[src/rtl/tpu_pkg.sv]
// rtl/tpu_pkg.sv - shared TPU operand-path constants and feeder state encoding
package tpu_pkg;

    localparam int TPU_AWIDTH      = 10;
    localparam int TPU_DWIDTH      = 8;
    localparam int TPU_DESIGN_SIZE = 16;

    // Width of one Q5.3 lane inside a packed RAM word
    localparam int LANE_W = TPU_DWIDTH;

    typedef enum logic [1:0] {
        IDLE,
        READ,
        DRAIN
    } feeder_state_t;

endpackage

[src/rtl/skew_delay_line.sv]
// rtl/skew_delay_line.sv - DEPTH-stage data+valid shift register; DEPTH=0 is a straight wire
module skew_delay_line #(
    parameter int DEPTH  = 1,
    parameter int DWIDTH = 8
) (
    input  logic              clk,
    input  logic              reset,
    input  logic [DWIDTH-1:0] in_data,
    input  logic              in_valid,
    output logic [DWIDTH-1:0] out_data,
    output logic              out_valid
);

    generate
        if (DEPTH == 0) begin : g_wire
            assign out_data  = in_data;
            assign out_valid = in_valid;
        end else begin : g_shift
            logic [DWIDTH-1:0] data_sr [DEPTH];
            logic [DEPTH-1:0]  valid_sr;

            always_ff @(posedge clk or posedge reset) begin
                if (reset) begin
                    for (int j = 0; j < DEPTH; j++) begin
                        data_sr[j] <= '0;
                    end
                    valid_sr <= '0;
                end else begin
                    data_sr[0]  <= in_data;
                    valid_sr[0] <= in_valid;
                    for (int j = 1; j < DEPTH; j++) begin
                        data_sr[j]  <= data_sr[j-1];
                        valid_sr[j] <= valid_sr[j-1];
                    end
                end
            end

            assign out_data  = data_sr[DEPTH-1];
            assign out_valid = valid_sr[DEPTH-1];
        end
    endgenerate

endmodule

[src/rtl/ram_skew_feeder.sv]
// rtl/ram_skew_feeder.sv - fetches a block of RAM rows and skews lanes into a systolic wavefront
module ram_skew_feeder
    import tpu_pkg::*;
#(
    parameter int AWIDTH      = TPU_AWIDTH,
    parameter int DWIDTH      = TPU_DWIDTH,
    parameter int DESIGN_SIZE = TPU_DESIGN_SIZE
) (
    input  logic                          clk,
    input  logic                          reset,
    input  logic                          start,
    input  logic [AWIDTH-1:0]             base_addr,
    input  logic [AWIDTH-1:0]             num_rows,
    input  logic [AWIDTH-1:0]             addr_stride,
    output logic [AWIDTH-1:0]             ram_addr,
    input  logic [DESIGN_SIZE*DWIDTH-1:0] ram_q,
    output logic [DESIGN_SIZE*DWIDTH-1:0] out_data,
    output logic [DESIGN_SIZE-1:0]        out_valid,
    output logic                          busy,
    output logic                          done
);

    localparam int CNT_W = $clog2(DESIGN_SIZE + 3);

    feeder_state_t                 state;
    logic [AWIDTH-1:0]             stride;
    logic [AWIDTH-1:0]             rows_left;
    logic                          zero_job;
    logic [CNT_W-1:0]              drain_cnt;
    logic                          rd_v;
    logic [DESIGN_SIZE*DWIDTH-1:0] cap_data;
    logic                          cap_valid;

    always_ff @(posedge clk or posedge reset) begin
        if (reset) begin
            state     <= IDLE;
            stride    <= '0;
            rows_left <= '0;
            zero_job  <= 1'b0;
            drain_cnt <= '0;
            ram_addr  <= '0;
            rd_v      <= 1'b0;
            busy      <= 1'b0;
            done      <= 1'b0;
        end else begin
            rd_v <= (state == READ);
            case (state)
                IDLE: begin
                    done <= 1'b0;
                    if (start) begin
                        stride    <= addr_stride;
                        rows_left <= num_rows;
                        zero_job  <= (num_rows == '0);
                        drain_cnt <= '0;
                        busy      <= 1'b1;
                        if (num_rows != '0) begin
                            ram_addr <= base_addr;
                            state    <= READ;
                        end else begin
                            state <= DRAIN;
                        end
                    end
                end
                READ: begin
                    rows_left <= rows_left - 1'b1;
                    if (rows_left == AWIDTH'(1)) begin
                        state <= DRAIN;
                    end else begin
                        ram_addr <= ram_addr + stride;
                    end
                end
                DRAIN: begin
                    // Wait out RAM latency, capture and the longest skew line before done
                    if (done) begin
                        state <= IDLE;
                        done  <= 1'b0;
                        busy  <= 1'b0;
                    end else begin
                        drain_cnt <= drain_cnt + 1'b1;
                        done      <= zero_job || (drain_cnt == CNT_W'(DESIGN_SIZE + 1));
                    end
                end
                default: state <= IDLE;
            endcase
        end
    end

    always_ff @(posedge clk or posedge reset) begin
        if (reset) begin
            cap_data  <= '0;
            cap_valid <= 1'b0;
        end else begin
            cap_data  <= rd_v ? ram_q : '0;
            cap_valid <= rd_v;
        end
    end

    // Lane 0 leaves straight from the capture stage; lane i adds i stages
    assign out_data[DWIDTH-1:0] = cap_data[DWIDTH-1:0];
    assign out_valid[0]         = cap_valid;

    generate
        for (genvar i = 1; i < DESIGN_SIZE; i++) begin : g_lane
            skew_delay_line #(
                .DEPTH (i),
                .DWIDTH(DWIDTH)
            ) u_skew (
                .clk      (clk),
                .reset    (reset),
                .in_data  (cap_data[i*DWIDTH +: DWIDTH]),
                .in_valid (cap_valid),
                .out_data (out_data[i*DWIDTH +: DWIDTH]),
                .out_valid(out_valid[i])
            );
        end
    endgenerate

endmodule

[config.mk]
export PLATFORM = sky130hd
export DESIGN_NAME = ram_skew_feeder
export DESIGN_NICKNAME = d
export VERILOG_FILES = /design/src/rtl/tpu_pkg.sv /design/src/rtl/skew_delay_line.sv /design/src/rtl/ram_skew_feeder.sv
export SDC_FILE = /design/constraint.sdc
export NUM_CORES = 1
export LEC_CHECK = 0
export BUFFER_PORTS_ARGS = -buffer_cell sky130_fd_sc_hd__buf_2
export CORE_MARGIN = 5
export CORE_UTILIZATION = 52
export DETAILED_ROUTE_END_ITERATION = 16
export PLACE_DENSITY = 0.74
export SETUP_SLACK_MARGIN = 0.05
export SLEW_MARGIN = 5
export SYNTH_ARGS = -nofsm -noshare
export SYNTH_HDL_FRONTEND = slang
export SYNTH_HIERARCHICAL = 1
export SYNTH_SLANG_ARGS = --single-unit
[constraint.sdc]
create_clock -name clk -period 5.9 [get_ports clk]
set_clock_uncertainty 0.1 [all_clocks]
set_input_delay 1.18 -clock clk [delete_from_list [all_inputs] [get_ports clk]]
set_output_delay 1.18 -clock clk [all_outputs]
set_load 0.005 [all_outputs]
==> impl_table.tex, run 1 <==
\begin{tabular}{lr}
\hline
Metric & Value \\
\hline
\multicolumn{2}{l}{\textbf{Outcome}} \\
\quad Status & completed \\
\multicolumn{2}{l}{\textbf{Power and ir drop}} \\
\quad P per Cell Area & 519 nW/um\^{}2 \\
\quad Switching pwr & a little under 0.005 W \\
\quad Sequential power share & between 50\% and 60\% \\
\quad Worst-case vdd ir drop & between 0.2 and 0.3 mV \\
\quad Switching part of the total power & 23.2\% \\
\quad Share of power burned in the clock network & 36.2\% \\
\quad Standby leakage power & 18.7 nW \\
\quad Design internal power & 0.0160 W \\
\quad Share of power burned in combinational logic & 6.9\% \\
\multicolumn{2}{l}{\textbf{Clock network}} \\
\quad Postcts setup bufs & 0 \\
\quad Clock edge transition at the registers on the reported setup and hold paths & 0.06 ns \\
\quad TritonCTS clock tree & built \\
\quad Inserted Clock Buffers & around 110 \\
\quad Clock Sinks & 1250 \\
\quad Hold-fix buffer count after cts & 0 \\
\quad Cts repair resizes & 0 \\
\quad H-tree levels & 3 \\
\quad Number of buffers on the longest clock path & 3 \\
\quad Skew-Pair Late Insertion Delay & 0.66 ns \\
\quad Root Buffer Master & sky130\_fd\_sc\_hd\_\_clkbuf\_16 \\
\multicolumn{2}{l}{\textbf{Drt}} \\
\quad Post-DR vias/cell & around 4.7 \\
\quad Drt first-iter violations & 846 \\
\quad Average wire length per cell after detail routing & 19.4 um \\
\quad Total iterations of the first detailed-routing run & 5 \\
\quad Antenna viol nets, final & 0 \\
\quad Via count & 14121 \\
\quad Drt drc & 0 \\
\quad Post-Route WL & 58900 um \\
\multicolumn{2}{l}{\textbf{STA}} \\
\quad Slew at the pin closest to its max-slew limit & 1.10 ns \\
\quad Setup slack after layout & about 3 ns \\
\quad Unrepaired setup endpoints after global routing & false \\
\quad Final count of pins violating max slew & 0 \\
\quad Number of endpoints with negative hold slack in the final report & 0 \\
\quad Fmax achieved & 0.345 GHz \\
\quad Number of setup violations in the final report & 0 \\
\quad Setup total negative slack & 0 ns \\
\quad Headroom to the max-slew limit & 26.6\% \\
\quad Part of the cycle the worst path needs & approximately half \\
\quad Final min period & 2.90 ns \\
\multicolumn{2}{l}{\textbf{GRT}} \\
\quad Antenna violations before repair & 14 \\
\quad Overall routing resource usage & 17.3\% \\
\quad Vias in the first global route & 16409 \\
\quad Pin count of the biggest net entering global routing & 136 \\
\quad Overflow left after global routing & 0 \\
\quad Global-route wire length before repair & 95900 um \\
\multicolumn{2}{l}{\textbf{Die}} \\
\quad Core outline area & 65700 sq um \\
\quad Number of placed I/O pins & about 320 \\
\quad Die Wd & about 270 um \\
\quad Initial core utilization & 52.5\% \\
\quad Die span in y & 268 um \\
\quad Number of rows in the core area & 94 \\
\quad Total Die Area & 71600 sq um \\
\multicolumn{2}{l}{\textbf{Hold path}} \\
\quad Hold Path Class & reg2reg \\
\multicolumn{2}{l}{\textbf{Place}} \\
\quad RePlAce Congestion & 0.943 \\
\quad Port-buffer cells & 316 \\
\quad Detailed placer's ending HPWL & 33200 um \\
\quad Post-place setup slack & around 2.6 ns \\
\multicolumn{2}{l}{\textbf{Finish}} \\
\quad Reg area & 31300 sq um \\
\quad Net count reported at finish & roughly 2200 \\
\quad Multi-input combinational cell area & 2120 sq um \\
\quad Most frequent cells in the layout & sky130\_fd\_sc\_hd\_\_dfrtp\_1 (1249), sky130\_fd\_sc\_hd\_\_buf\_2 (316), sky130\_fd\_sc\_hd\_\_and2\_1 (130), sky130\_fd\_sc\_hd\_\_clkbuf\_16 (113), sky130\_fd\_sc\_hd\_\_nand2\_1 (51) \\
\quad Most common library cell in the layout ignoring fill and taps & sky130\_fd\_sc\_hd\_\_dfrtp\_1 \\
\quad Fraction of final layout cells with drive strength greater than 1 & 25.0\% \\
\quad Synth-to-Final Area Change & 16.8\% \\
\quad Count of fill cells added during filler insertion & 4408 \\
\multicolumn{2}{l}{\textbf{Worst setup path}} \\
\quad Required time of the worst setup path & between 6 and 7 ns \\
\quad Crit Path Max Fanout & 19 \\
\quad Element type at the critical path start & flip-flop \\
\quad Kind of critical path & reg2reg \\
\quad CP arrival & 3.32 ns \\
\quad Critical Path End Type & flip-flop \\
\multicolumn{2}{l}{\textbf{Logic synthesis}} \\
\quad Synth top area share & between 90\% and 100\% \\
\quad Most instantiated flip-flop cell in the synthesis netlist & sky130\_fd\_sc\_hd\_\_dfrtp\_1 \\
\quad Biggest area consumer among synthesized cells & sky130\_fd\_sc\_hd\_\_dfrtp\_1 \\
\quad Post-Syn Area & 34500 sq um \\
\quad Post-synthesis net count & 1942 \\
\quad Post-synth cell types & 46 \\
\quad Share of synthesized flip-flops with an asynchronous set or reset & 100\% \\
\quad EDFF count, synth & 0 \\
\quad Ranking of synthesized cells by area & sky130\_fd\_sc\_hd\_\_dfrtp\_1 (91\%), sky130\_fd\_sc\_hd\_\_buf\_4 (2.7\%), sky130\_fd\_sc\_hd\_\_and2\_1 (2.4\%) \\
\quad Sequential cell area fraction in the yosys report & 90.6\% \\
\quad Synthesized area per cell & slightly below 20 sq um \\
\quad Register bit count reported by yosys & 1250 \\
\quad Synth warnings & 6 \\
\quad Synth Instances & 1767 \\
\multicolumn{2}{l}{\textbf{Run}} \\
\quad Max-cap violation count & 0 \\
\hline
\end{tabular}
==> path summary, 6_finish.rpt <==
kind / from / endpoint / slack, ns / cells after the start
min in group asynchronous: reset / g_lane[1].u_skew/out_data[6]$_DFF_PP0_ / 0.75 / 3
min: g_lane[15].u_skew/g_shift.data_sr[89]$_DFF_PP0_ / g_lane[15].u_skew/g_shift.data_sr[81]$_DFF_PP0_ / 0.23 / 0
min reg2reg: g_lane[15].u_skew/g_shift.data_sr[89]$_DFF_PP0_ / g_lane[15].u_skew/g_shift.data_sr[81]$_DFF_PP0_ / 0.23 / 0
max: state[1]$_DFFE_PP0P_ / ram_addr[9]$_DFFE_PP0P_ / 3.00 / 6
max reg2reg: state[1]$_DFFE_PP0P_ / ram_addr[9]$_DFFE_PP0P_ / 3.00 / 6
max in group asynchronous: reset / g_lane[14].u_skew/out_data[6]$_DFF_PP0_ / 3.61 / 4
==> registers in the layout, summed over array words and instances (netlist names) <==
signal and count:
g_lane.u_skew/out_valid 1, g_lane.u_skew/out_data 120, g_lane.u_skew/g_shift.data_sr 840, busy 1, state 2, ram_addr 10
zero_job 1, cap_data 128, stride 10, done 1, drain_cnt 5, rd_v 1
rows_left 10, g_lane.u_skew/g_shift.valid_sr 119, cap_valid 1
==> critical path, stage by stage, from the launching register on <==
cell	delay, ns
sky130_fd_sc_hd__dfrtp_1	0.59
sky130_fd_sc_hd__inv_2	0.17
sky130_fd_sc_hd__nand2_1	0.49
sky130_fd_sc_hd__inv_1	0.45
sky130_fd_sc_hd__a22oi_4	0.58
sky130_fd_sc_hd__a21oi_2	0.05
sky130_fd_sc_hd__a221o_1	0.34
==> metal layers <==
metal  track usage [%]  vias to the layer above  share of wire, %
li1                  -                     6042                 -
met1              21.6                     7476                37
met2              29.2                      439                53
met3              4.61                      154               6.3
met4              6.83                       10               3.4
met5                 0                        -              0.11
==> cell families (layout without fill, tap and decap cells) <==
family                   count (synthesis)  after routing  synth area share, %
multiplexers                             6              6                0.189
AND/OR/NAND/NOR                        234            234                 3.73
XOR/XNOR                                 8              8                0.203
flip-flops                            1250           1250                 90.6
adder cells (fa/ha/maj)                 14             14                0.529
AO/OA/AOI/OAI                           83             83                 1.50
other                                    0              9                    0
buffers and inverters                  172            561                 3.22
==> Yosys cell counts (8+ instances only) <==
cell,count
sky130_fd_sc_hd__and2_1,130
sky130_fd_sc_hd__a31oi_1,8
sky130_fd_sc_hd__ha_1,13
sky130_fd_sc_hd__dfrtp_1,1250
sky130_fd_sc_hd__nand3_1,11
sky130_fd_sc_hd__inv_1,25
sky130_fd_sc_hd__buf_4,123
sky130_fd_sc_hd__a21oi_1,21
sky130_fd_sc_hd__nand2_1,51
sky130_fd_sc_hd__nor2_1,22
sky130_fd_sc_hd__o21ai_0,26
sky130_fd_sc_hd__clkbuf_1,21
==> per-stage QoR <==
stage	cell area [sq um]	instances	utilization, %	hold WS, ns	total power (W)
finish	40300	3029	61.3	0.225	0.0209
global route	40300	3026	61.3	0.230	0.0219
CTS	40300	3019	61.2	0.223	0.0212
detailed placement	36300	2814	55.2	0.235	0.0134
global placement	36300	2814	55.2	0.231	0.0131
floorplan	34500	1767	-	0.231	0.0127
==> final cells by class <==
class | count | share of cell area (%)
diodes | 9 | 0.0559
repair buffers | 329 | 4.25
multi-input cells | 345 | 5.26
clock inverters | 54 | 1.93
well taps | 864 | 2.68
clock buffers | 151 | 7.89
flip-flops and latches | 1250 | 77.6
inverters | 27 | 0.314
==> power by group through the flow <==
stage	clock, W	combinational [W]	sequential, W
3_5_place_dp	0	0.00143	0.0120
4_1_cts	0.00779	0.00145	0.0120
5_1_grt	0.00816	0.00160	0.0122
6_report	0.00756	0.00143	0.0119
2_1_floorplan	0	0.00106	0.0116
3_3_place_gp	0	0.00136	0.0118
No activity file was read; power rests on OpenSTA's default activity.
==> run 2, diff against run 1 <==
Settings changed: ABC_AREA from default to 1, CORE_UTILIZATION 52 to 55, PLACE_DENSITY 0.74 to 0.75.
Clock period 5.9 ns to 2.9 ns, I/O delays scaled along.
==> run 2 against run 1 <==
Critical endpoint is now done; largest cell class unchanged; cell count rose by 8.4%; worst setup slack got worse by 2.0 ns; cell area rose by 2.4%.
==> impl_table.tex, run 2 <==
\begin{tabular}{lr}
\hline
Metric & Value \\
\hline
\multicolumn{2}{l}{\textbf{Drt}} \\
\quad Post-DR vias/cell & 4.57 (-1.9\%) \\
\quad Antenna viol nets, final & 0 (unchanged) \\
\quad Post-Route WL & 62200 um (+5.7\%) \\
\quad Via count & 15015 (+6.3\%) \\
\quad Average wire length per cell after detail routing & 19.0 um (-2.4\%) \\
\quad Drt first-iter violations & 777 (-8.2\%) \\
\quad Total iterations of the first detailed-routing run & 7 (+2) \\
\quad Drt drc & 0 (unchanged) \\
\multicolumn{2}{l}{\textbf{Place}} \\
\quad RePlAce Congestion & 0.852 (-9.7\%) \\
\quad Placed Instances & 3015 (+7.1\%) \\
\quad DP Area & 36900 sq um (+1.8\%) \\
\quad Detailed placer's ending HPWL & 36300 um (+9.5\%) \\
\quad Port-buffer cells & 316 (unchanged) \\
\multicolumn{2}{l}{\textbf{Clock network}} \\
\quad Clock Sinks & 1250 (unchanged) \\
\quad TritonCTS clock tree & built \\
\quad Number of buffers on the longest clock path & 3 (unchanged) \\
\quad Cts repair resizes & 0 (unchanged) \\
\quad Skew-Pair Late Insertion Delay & 0.65 ns (about the same) \\
\quad Clock edge transition at the registers on the reported setup and hold paths & 0.07 ns (about the same) \\
\quad Inserted Clock Buffers & 114 (+2.7\%) \\
\quad Root Buffer Master & sky130\_fd\_sc\_hd\_\_clkbuf\_16 \\
\quad H-tree levels & 3 (unchanged) \\
\multicolumn{2}{l}{\textbf{Worst setup path}} \\
\quad Depth of the critical timing path with buffers and inverters included & 1 (-5) \\
\quad Crit Path Max Fanout & 3 (-16) \\
\quad Delay of the slowest cell on the worst path & 0.45 ns (-0.14 ns) \\
\quad Element type at the critical path start & flip-flop \\
\quad Critical path cell sequence & buf\_2 \\
\quad Family with the most delay on the worst path & flip-flops \\
\quad FF-to-FF path depth & 10 (+4) \\
\quad Critical Path End Type & primary output \\
\quad Critical path's slowest cell & sky130\_fd\_sc\_hd\_\_dfrtp\_1 \\
\quad Kind of critical path & reg2out \\
\quad CP arrival & 1.26 ns (-2.06 ns) \\
\quad CP bufs+invs & 1 (-1) \\
\quad Required time of the worst setup path & 2.22 ns (-4.11 ns) \\
\multicolumn{2}{l}{\textbf{Logic synthesis}} \\
\quad Post-Syn Area & 34800 sq um (+0.80\%) \\
\quad EDFF count, synth & 0 (unchanged) \\
\quad Synthesized area per cell & 17.7 sq um (-9.3\%) \\
\quad Register bit count reported by yosys & 1250 (unchanged) \\
\quad Ranking of synthesized cells by area & sky130\_fd\_sc\_hd\_\_dfrtp\_1 (90\%), sky130\_fd\_sc\_hd\_\_nand2\_1 (2.7\%), sky130\_fd\_sc\_hd\_\_buf\_4 (2.6\%) \\
\quad Most numerous cell in the Yosys netlist & sky130\_fd\_sc\_hd\_\_dfrtp\_1 \\
\quad Sequential cell area fraction in the yosys report & 89.9\% (-0.72 points) \\
\quad Synth Instances & 1963 (+11\%) \\
\quad Biggest area consumer among synthesized cells & sky130\_fd\_sc\_hd\_\_dfrtp\_1 \\
\quad Synth warnings & 6 (unchanged) \\
\quad Post-synth cell types & 35 (-24\%) \\
\quad Most used standard cells in the synthesized netlist & sky130\_fd\_sc\_hd\_\_dfrtp\_1 (1250), sky130\_fd\_sc\_hd\_\_nand2\_1 (251), sky130\_fd\_sc\_hd\_\_inv\_1 (171) \\
\quad Synth top area share & 89.9\% (-0.72 points) \\
\quad Post-synthesis net count & 2138 (+10\%) \\
\quad Share of synthesized flip-flops with an asynchronous set or reset & 100\% (unchanged) \\
\quad Most instantiated flip-flop cell in the synthesis netlist & sky130\_fd\_sc\_hd\_\_dfrtp\_1 \\
\multicolumn{2}{l}{\textbf{Die}} \\
\quad Die Wd & 262 um (-2.3\%) \\
\quad Number of placed I/O pins & 317 (unchanged) \\
\quad Die span in y & 262 um (-2.3\%) \\
\quad Number of rows in the core area & 92 (-2.1\%) \\
\quad Core outline area & 62900 sq um (-4.4\%) \\
\quad Total Die Area & 68400 sq um (-4.5\%) \\
\quad Initial core utilization & 55.4\% (+2.9 points) \\
\multicolumn{2}{l}{\textbf{Finish}} \\
\quad Flip-flop count of the largest register after layout & 840 (unchanged) \\
\quad Most frequent cells in the layout & sky130\_fd\_sc\_hd\_\_dfrtp\_1 (1249), sky130\_fd\_sc\_hd\_\_buf\_2 (316), sky130\_fd\_sc\_hd\_\_nand2\_1 (251), sky130\_fd\_sc\_hd\_\_inv\_1 (159), sky130\_fd\_sc\_hd\_\_clkbuf\_16 (115) \\
\quad Most common library cell in the layout ignoring fill and taps & sky130\_fd\_sc\_hd\_\_dfrtp\_1 \\
\quad Synth-to-Final Area Change & 18.7\% \\
\quad Fraction of final layout cells with drive strength greater than 1 & 22.7\% (-2.2 points) \\
\quad Reg area & 31300 sq um (unchanged) \\
\quad Cell Count, Final, Fillers Out & 3283 (+8.4\%) \\
\quad Final design instance area without fill & 41300 sq um (+2.4\%) \\
\quad Multi-input combinational cell area & 1830 sq um (-14\%) \\
\quad Final Util & 65.7\% (+4.4 points) \\
\quad Net count reported at finish & 2519 (+13\%) \\
\quad Register ranked first by flip-flop count & g\_lane.u\_skew/g\_shift.data\_sr \\
\quad Count of fill cells added during filler insertion & 4072 (-7.6\%) \\
\multicolumn{2}{l}{\textbf{STA}} \\
\quad Fmax achieved & 0.515 GHz \\
\quad Number of endpoints with negative hold slack in the final report & 0 (unchanged) \\
\quad Part of the cycle the worst path needs & 67.0\% \\
\quad Number of setup violations in the final report & 0 (unchanged) \\
\quad Headroom to the max-slew limit & 40.7\% (+14 points) \\
\quad Unrepaired setup endpoints after global routing & false \\
\quad Setup total negative slack & 0 ns (unchanged) \\
\quad Final count of pins violating max slew & 0 (unchanged) \\
\quad Slew at the pin closest to its max-slew limit & 0.889 ns (-0.212 ns) \\
\quad Final min period & 1.94 ns \\
\multicolumn{2}{l}{\textbf{GRT}} \\
\quad Met1 demand-to-capacity share in global routing & 24.5\% (+2.8 points) \\
\quad Layer with the highest usage after global routing & met2 \\
\quad Met3 Track Usage GR & 4.34\% (-0.27 points) \\
\quad Antenna violations before repair & 2 (-12) \\
\quad Pin count of the biggest net entering global routing & 82 (-40\%) \\
\quad Vias in the first global route & 17534 (+6.9\%) \\
\quad Overflow left after global routing & 0 (unchanged) \\
\quad Overall routing resource usage & 19.3\% (+2.0 points) \\
\quad Global-route wire length before repair & 101000 um (+5.5\%) \\
\quad Met2 track utilization from global routing & 33.9\% (+4.6 points) \\
\multicolumn{2}{l}{\textbf{Power and ir drop}} \\
\quad Overall power consumption & 0.0434 W (+110\%) \\
\quad P per Cell Area & 1050 nW/um\^{}2 (+100\%) \\
\quad Worst-case vdd ir drop & 0.641 mV (+130\%) \\
\quad Standby leakage power & 22.0 nW (+18\%) \\
\multicolumn{2}{l}{\textbf{Hold path}} \\
\quad Hold Path Class & in2reg \\
\quad Hold path depth & 3 (+3) \\
\multicolumn{2}{l}{\textbf{Outcome}} \\
\quad Status & completed \\
\multicolumn{2}{l}{\textbf{Run}} \\
\quad Max-cap violation count & 0 (unchanged) \\
\hline
\end{tabular}
==> run 2: changes by cell type in the layout (fill, tap and decap cells not counted), sizes merged, moves of 10 or more <==
cell,previous run,this run
nand2,51,254
inv,27,173
and2,130,1
dlygate4sd3,0,59
nor2,23,44
buf,329,349
clkbuf,151,165
nand3,11,24
a21oi,22,12
==> run 2: worst paths after layout <==
check                                                             endpoint                                             from  slack, ns
max reg2reg                                        ram_addr[6]$_DFFE_PP0P_                          ram_addr[0]$_DFFE_PP0P_       0.98
min                                                cap_data[108]$_DFF_PP0_                                       ram_q[108]       0.05
min reg2reg                g_lane[12].u_skew/g_shift.data_sr[32]$_DFF_PP0_  g_lane[12].u_skew/g_shift.data_sr[40]$_DFF_PP0_       0.22
max                                                                   done                                 done$_DFFE_PP0P_       0.96
max in group asynchronous  g_lane[13].u_skew/g_shift.data_sr[20]$_DFF_PP0_                                            reset       1.62
min in group asynchronous   g_lane[6].u_skew/g_shift.data_sr[25]$_DFF_PP0_                                            reset       0.21
==> run 2: cell families after synthesis <==
group                    synth area share (%)
AND/OR/NAND/NOR                          3.90
flip-flops                               89.9
XOR/XNOR                                0.151
buffers and inverters                    4.82
AO/OA/AOI/OAI                           0.694
adder cells (fa/ha/maj)                 0.525
==> run 2: what timing repair did <==
action,CTS,global route
hold buffers,59,0
setup buffers,0,0
endpoints found under the hold margin,59,0
==> run 2: metrics by stage <==
step | setup slack, ns | hold WS, ns
2_1_floorplan | 0.0513 | 0.231
3_3_place_gp | 0.985 | 0.231
3_5_place_dp | 0.898 | 0.235
4_1_cts | 0.907 | 0.000333
5_1_grt | 0.841 | 0.0133
6_report | 0.957 | 0.0485
==> run 2: area by class of cell <==
| cell class | instances | share of cell area [%] |
|---|---|---|
| tap | 846 | 2.56 |
| inverter | 176 | 1.67 |
| clock buffer | 165 | 7.86 |
| timing repair buffer | 408 | 6.44 |
| multi-input combinational | 394 | 4.44 |
| clock inverter | 42 | 1.22 |
| sequential | 1250 | 75.8 |
| antenna | 2 | 0.0121 |
==> run 2: report_power, final <==
part	switching, W	internal [W]
Sequential	0.00201	0.0226
Combinational	0.00263	0.00146
Clock	0.00627	0.00843
==> run 2: metal layers <==
metal / up-vias / share of wire, %
met5: - / 0.011
met4: 2 / 2.6
met3: 115 / 5.3
met2: 390 / 54
met1: 7933 / 38
li1: 6575 / -
==> run 3, diff against run 2 <==
Settings changed: ABC_AREA 1 to 0, CORE_UTILIZATION 55 to 52, PLACE_DENSITY 0.75 to 0.74.
Clock period 2.9 ns to 1.7 ns, I/O delays scaled along.
==> run 3 against run 2 <==
The flow now finishes with violations (setup timing); first-iteration DRC count grew 7.2%; largest cell class unchanged; combinational power grew 89%; sequential share of layout area shrank 3.8 points; largest power group unchanged; cell area grew 5.3%; critical endpoint is now ram_addr[8]$_DFFE_PP0P_; sequential power increased by 68%.
==> impl_table.tex, run 3 (synthesized netlist as in run 1, its figures left out) <==
\begin{tabular}{lr}
\hline
Metric & Value \\
\hline
\multicolumn{2}{l}{\textbf{Outcome}} \\
\quad Status & complete, but fails checks \\
\quad Failing checks & setup timing \\
\multicolumn{2}{l}{\textbf{Run}} \\
\quad Max-cap violation count & 0 (unchanged) \\
\multicolumn{2}{l}{\textbf{STA}} \\
\quad Number of endpoints with negative hold slack in the final report & 0 (unchanged) \\
\quad Final min period & 2.16 ns \\
\quad Part of the cycle the worst path needs & 127\% \\
\quad Final count of pins violating max slew & 0 (unchanged) \\
\quad Worst hold margin & 0.0532 ns (+0.00464 ns) \\
\quad Number of setup violations in the final report & 17 (+17) \\
\quad Setup slack after layout & -0.464 ns (-1.42 ns) \\
\quad Headroom to the max-slew limit & 65.4\% (+25 points) \\
\quad Slew at the pin closest to its max-slew limit & 0.513 ns (-0.376 ns) \\
\quad Unrepaired setup endpoints after global routing & true \\
\quad Fmax achieved & 0.462 GHz \\
\multicolumn{2}{l}{\textbf{Power and ir drop}} \\
\quad Switching part of the total power & 23.9\% (-1.2 points) \\
\quad Share of power burned in combinational logic & 10.3\% (+0.9 points) \\
\quad Share of power burned in the clock network & 34.8\% (+0.9 points) \\
\quad Switching pwr & 0.0180 W (+65\%) \\
\quad Standby leakage power & 20.1 nW (-8.6\%) \\
\quad Design internal power & 0.0573 W (+76\%) \\
\quad Overall power consumption & 0.0753 W (+73\%) \\
\quad P per Cell Area & 1730 nW/um\^{}2 (+65\%) \\
\quad Sequential power share & 55.0\% (-1.7 points) \\
\quad Worst-case vdd ir drop & 1.27 mV (+98\%) \\
\multicolumn{2}{l}{\textbf{GRT}} \\
\quad Global-route wire length before repair & 107000 um (+6.2\%) \\
\quad Overflow left after global routing & 0 (unchanged) \\
\quad Pin count of the biggest net entering global routing & 82 (unchanged) \\
\quad Vias in the first global route & 18221 (+3.9\%) \\
\quad Antenna violations before repair & 2 (unchanged) \\
\quad Overall routing resource usage & 19.7\% (+0.41 points) \\
\multicolumn{2}{l}{\textbf{Drt}} \\
\quad Total iterations of the first detailed-routing run & 4 (-3) \\
\quad Post-DR vias/cell & 4.69 (+2.5\%) \\
\quad Drt first-iter violations & 833 (+7.2\%) \\
\quad Drt drc & 0 (unchanged) \\
\quad Post-Route WL & 67500 um (+8.4\%) \\
\quad Average wire length per cell after detail routing & 20.5 um (+7.9\%) \\
\quad Antenna viol nets, final & 0 (unchanged) \\
\quad Via count & 15468 (+3.0\%) \\
\multicolumn{2}{l}{\textbf{Worst setup path}} \\
\quad Critical Path End Type & flip-flop \\
\quad CP arrival & 2.65 ns (+1.39 ns) \\
\quad Critical path's slowest cell & sky130\_fd\_sc\_hd\_\_fa\_2 \\
\quad Element type at the critical path start & flip-flop \\
\quad Required time of the worst setup path & 2.19 ns (-0.03 ns) \\
\quad Critical path cell sequence & ha\_2 > fa\_2 > a211oi\_2 > o21bai\_1 > a21o\_1 > a31oi\_1 > o41ai\_2 > a2bb2oi\_1 \\
\quad Crit Path Max Fanout & 3 (unchanged) \\
\quad FF-to-FF setup slack & -0.46 ns (-1.44 ns) \\
\quad Kind of critical path & reg2reg \\
\quad Delay of the slowest cell on the worst path & 0.39 ns (-0.06 ns) \\
\quad CP bufs+invs & 0 (-1) \\
\quad Family with the most delay on the worst path & compound AO/OA/AOI/OAI gates \\
\multicolumn{2}{l}{\textbf{Finish}} \\
\quad Register ranked first by flip-flop count & g\_lane.u\_skew/g\_shift.data\_sr \\
\quad Reg area & 31300 sq um (about the same) \\
\quad Count of fill cells added during filler insertion & 4097 (+0.61\%) \\
\quad Most common library cell in the layout ignoring fill and taps & sky130\_fd\_sc\_hd\_\_dfrtp\_1 \\
\quad Synth-to-Final Area Change & 25.9\% \\
\quad Fraction of final layout cells with drive strength greater than 1 & 28.4\% (+5.7 points) \\
\quad Multi-input combinational cell area & 2280 sq um (+24\%) \\
\quad Net count reported at finish & 2515 (-0.16\%) \\
\quad Final Util & 66.1\% (+0.43 points) \\
\quad Most frequent cells in the layout & sky130\_fd\_sc\_hd\_\_dfrtp\_1 (1243), sky130\_fd\_sc\_hd\_\_buf\_2 (284), sky130\_fd\_sc\_hd\_\_dlygate4sd3\_1 (152), sky130\_fd\_sc\_hd\_\_and2\_1 (130), sky130\_fd\_sc\_hd\_\_clkbuf\_16 (112) \\
\quad Flip-flop count of the largest register after layout & 840 (unchanged) \\
\multicolumn{2}{l}{\textbf{Clock network}} \\
\quad Root Buffer Master & sky130\_fd\_sc\_hd\_\_clkbuf\_16 \\
\quad Inserted Clock Buffers & 112 (-1.8\%) \\
\quad Skew-Pair Late Insertion Delay & 0.66 ns (about the same) \\
\quad Clock Sinks & 1250 (unchanged) \\
\quad Number of buffers on the longest clock path & 3 (unchanged) \\
\quad TritonCTS clock tree & built \\
\quad Clock edge transition at the registers on the reported setup and hold paths & 0.07 ns (about the same) \\
\quad H-tree levels & 3 (unchanged) \\
\multicolumn{2}{l}{\textbf{Die}} \\
\quad Number of placed I/O pins & 317 (unchanged) \\
\quad Initial core utilization & 52.5\% (-2.9 points) \\
\quad Total Die Area & 71600 sq um (+4.7\%) \\
\quad Number of rows in the core area & 94 (+2.2\%) \\
\quad Die Wd & 268 um (+2.3\%) \\
\quad Die span in y & 268 um (+2.3\%) \\
\quad Core outline area & 65700 sq um (+4.6\%) \\
\multicolumn{2}{l}{\textbf{Place}} \\
\quad Port-buffer cells & 316 (unchanged) \\
\quad Detailed placer's ending HPWL & 37700 um (+3.7\%) \\
\quad RePlAce Congestion & 0.798 (-6.3\%) \\
\quad Post-place setup slack & -0.490 ns (-1.39 ns) \\
\multicolumn{2}{l}{\textbf{Hold path}} \\
\quad Hold Path Class & in2reg \\
\hline
\end{tabular}
run 3: final timing paths:
check                      depth (start not counted)                                              to                                            from
max reg2reg                                        8                         ram_addr[8]$_DFFE_PP0P_                           stride[0]$_DFFE_PP0P_
max                                                8                         ram_addr[8]$_DFFE_PP0P_                           stride[0]$_DFFE_PP0P_
min reg2reg                                        0  g_lane[8].u_skew/g_shift.data_sr[48]$_DFF_PP0_  g_lane[8].u_skew/g_shift.data_sr[56]$_DFF_PP0_
min                                                4                        rows_left[9]$_DFFE_PP0P_                                     num_rows[9]
max in group asynchronous                          5  g_lane[15].u_skew/g_shift.data_sr[8]$_DFF_PP0_                                           reset
min in group asynchronous                          4  g_lane[5].u_skew/g_shift.data_sr[25]$_DFF_PP0_                                           reset
run 3: repair_timing:
action                                 CTS  global route
gates cloned                             1             0
resized for setup                       67            42
buffers inserted                        13            16
hold buffers                           152             0
setup endpoints to repair              107           120
endpoints found under the hold margin  513             0
pin swaps                               18            21
run 3: worst min-delay path: stages:
cell and delay [ns]:
sky130_fd_sc_hd__buf_2 0.10, sky130_fd_sc_hd__buf_4 0.13, sky130_fd_sc_hd__a31oi_1 0.07, sky130_fd_sc_hd__o21ai_1 0.11
run 3: per-layer routing:
layer	share of wire (%)	vias up	track usage, %
met2	53	436	33.9
met4	3.3	0	7.09
met3	4.8	155	3.79
li1	-	6607	-
met1	39	8270	25.6
met5	0	-	0
run 3: cell type report:
cell class	instances	share of cell area, %
Inverter	27	0.334
Timing Repair Buffer	604	10.9
Antenna cell	4	0.0230
Sequential cell	1250	72.0
Tap cell	864	2.49
Multi-Input combinational cell	345	5.25
Clock inverter	50	1.65
Clock buffer	155	7.35
run 3: through the flow:
step	area [sq um]	instances	TNS (ns)
global placement	37400	2912	-2.22
floorplan	34600	1767	-272.84
CTS	43200	3282	-3.30
finish	43500	3299	-3.25
detailed placement	37400	2912	-2.86
global route	43500	3297	-4.82
run 3: power groups by stage:
stage / Clock (W) / Combinational (W) / Sequential [W]
after floorplan: 0 / 0.00381 / 0.0403
after global routing: 0.0282 / 0.00842 / 0.0423
after global placement: 0 / 0.00604 / 0.0408
after CTS: 0.0268 / 0.00733 / 0.0415
final: 0.0262 / 0.00772 / 0.0414
after detailed placement: 0 / 0.00627 / 0.0416
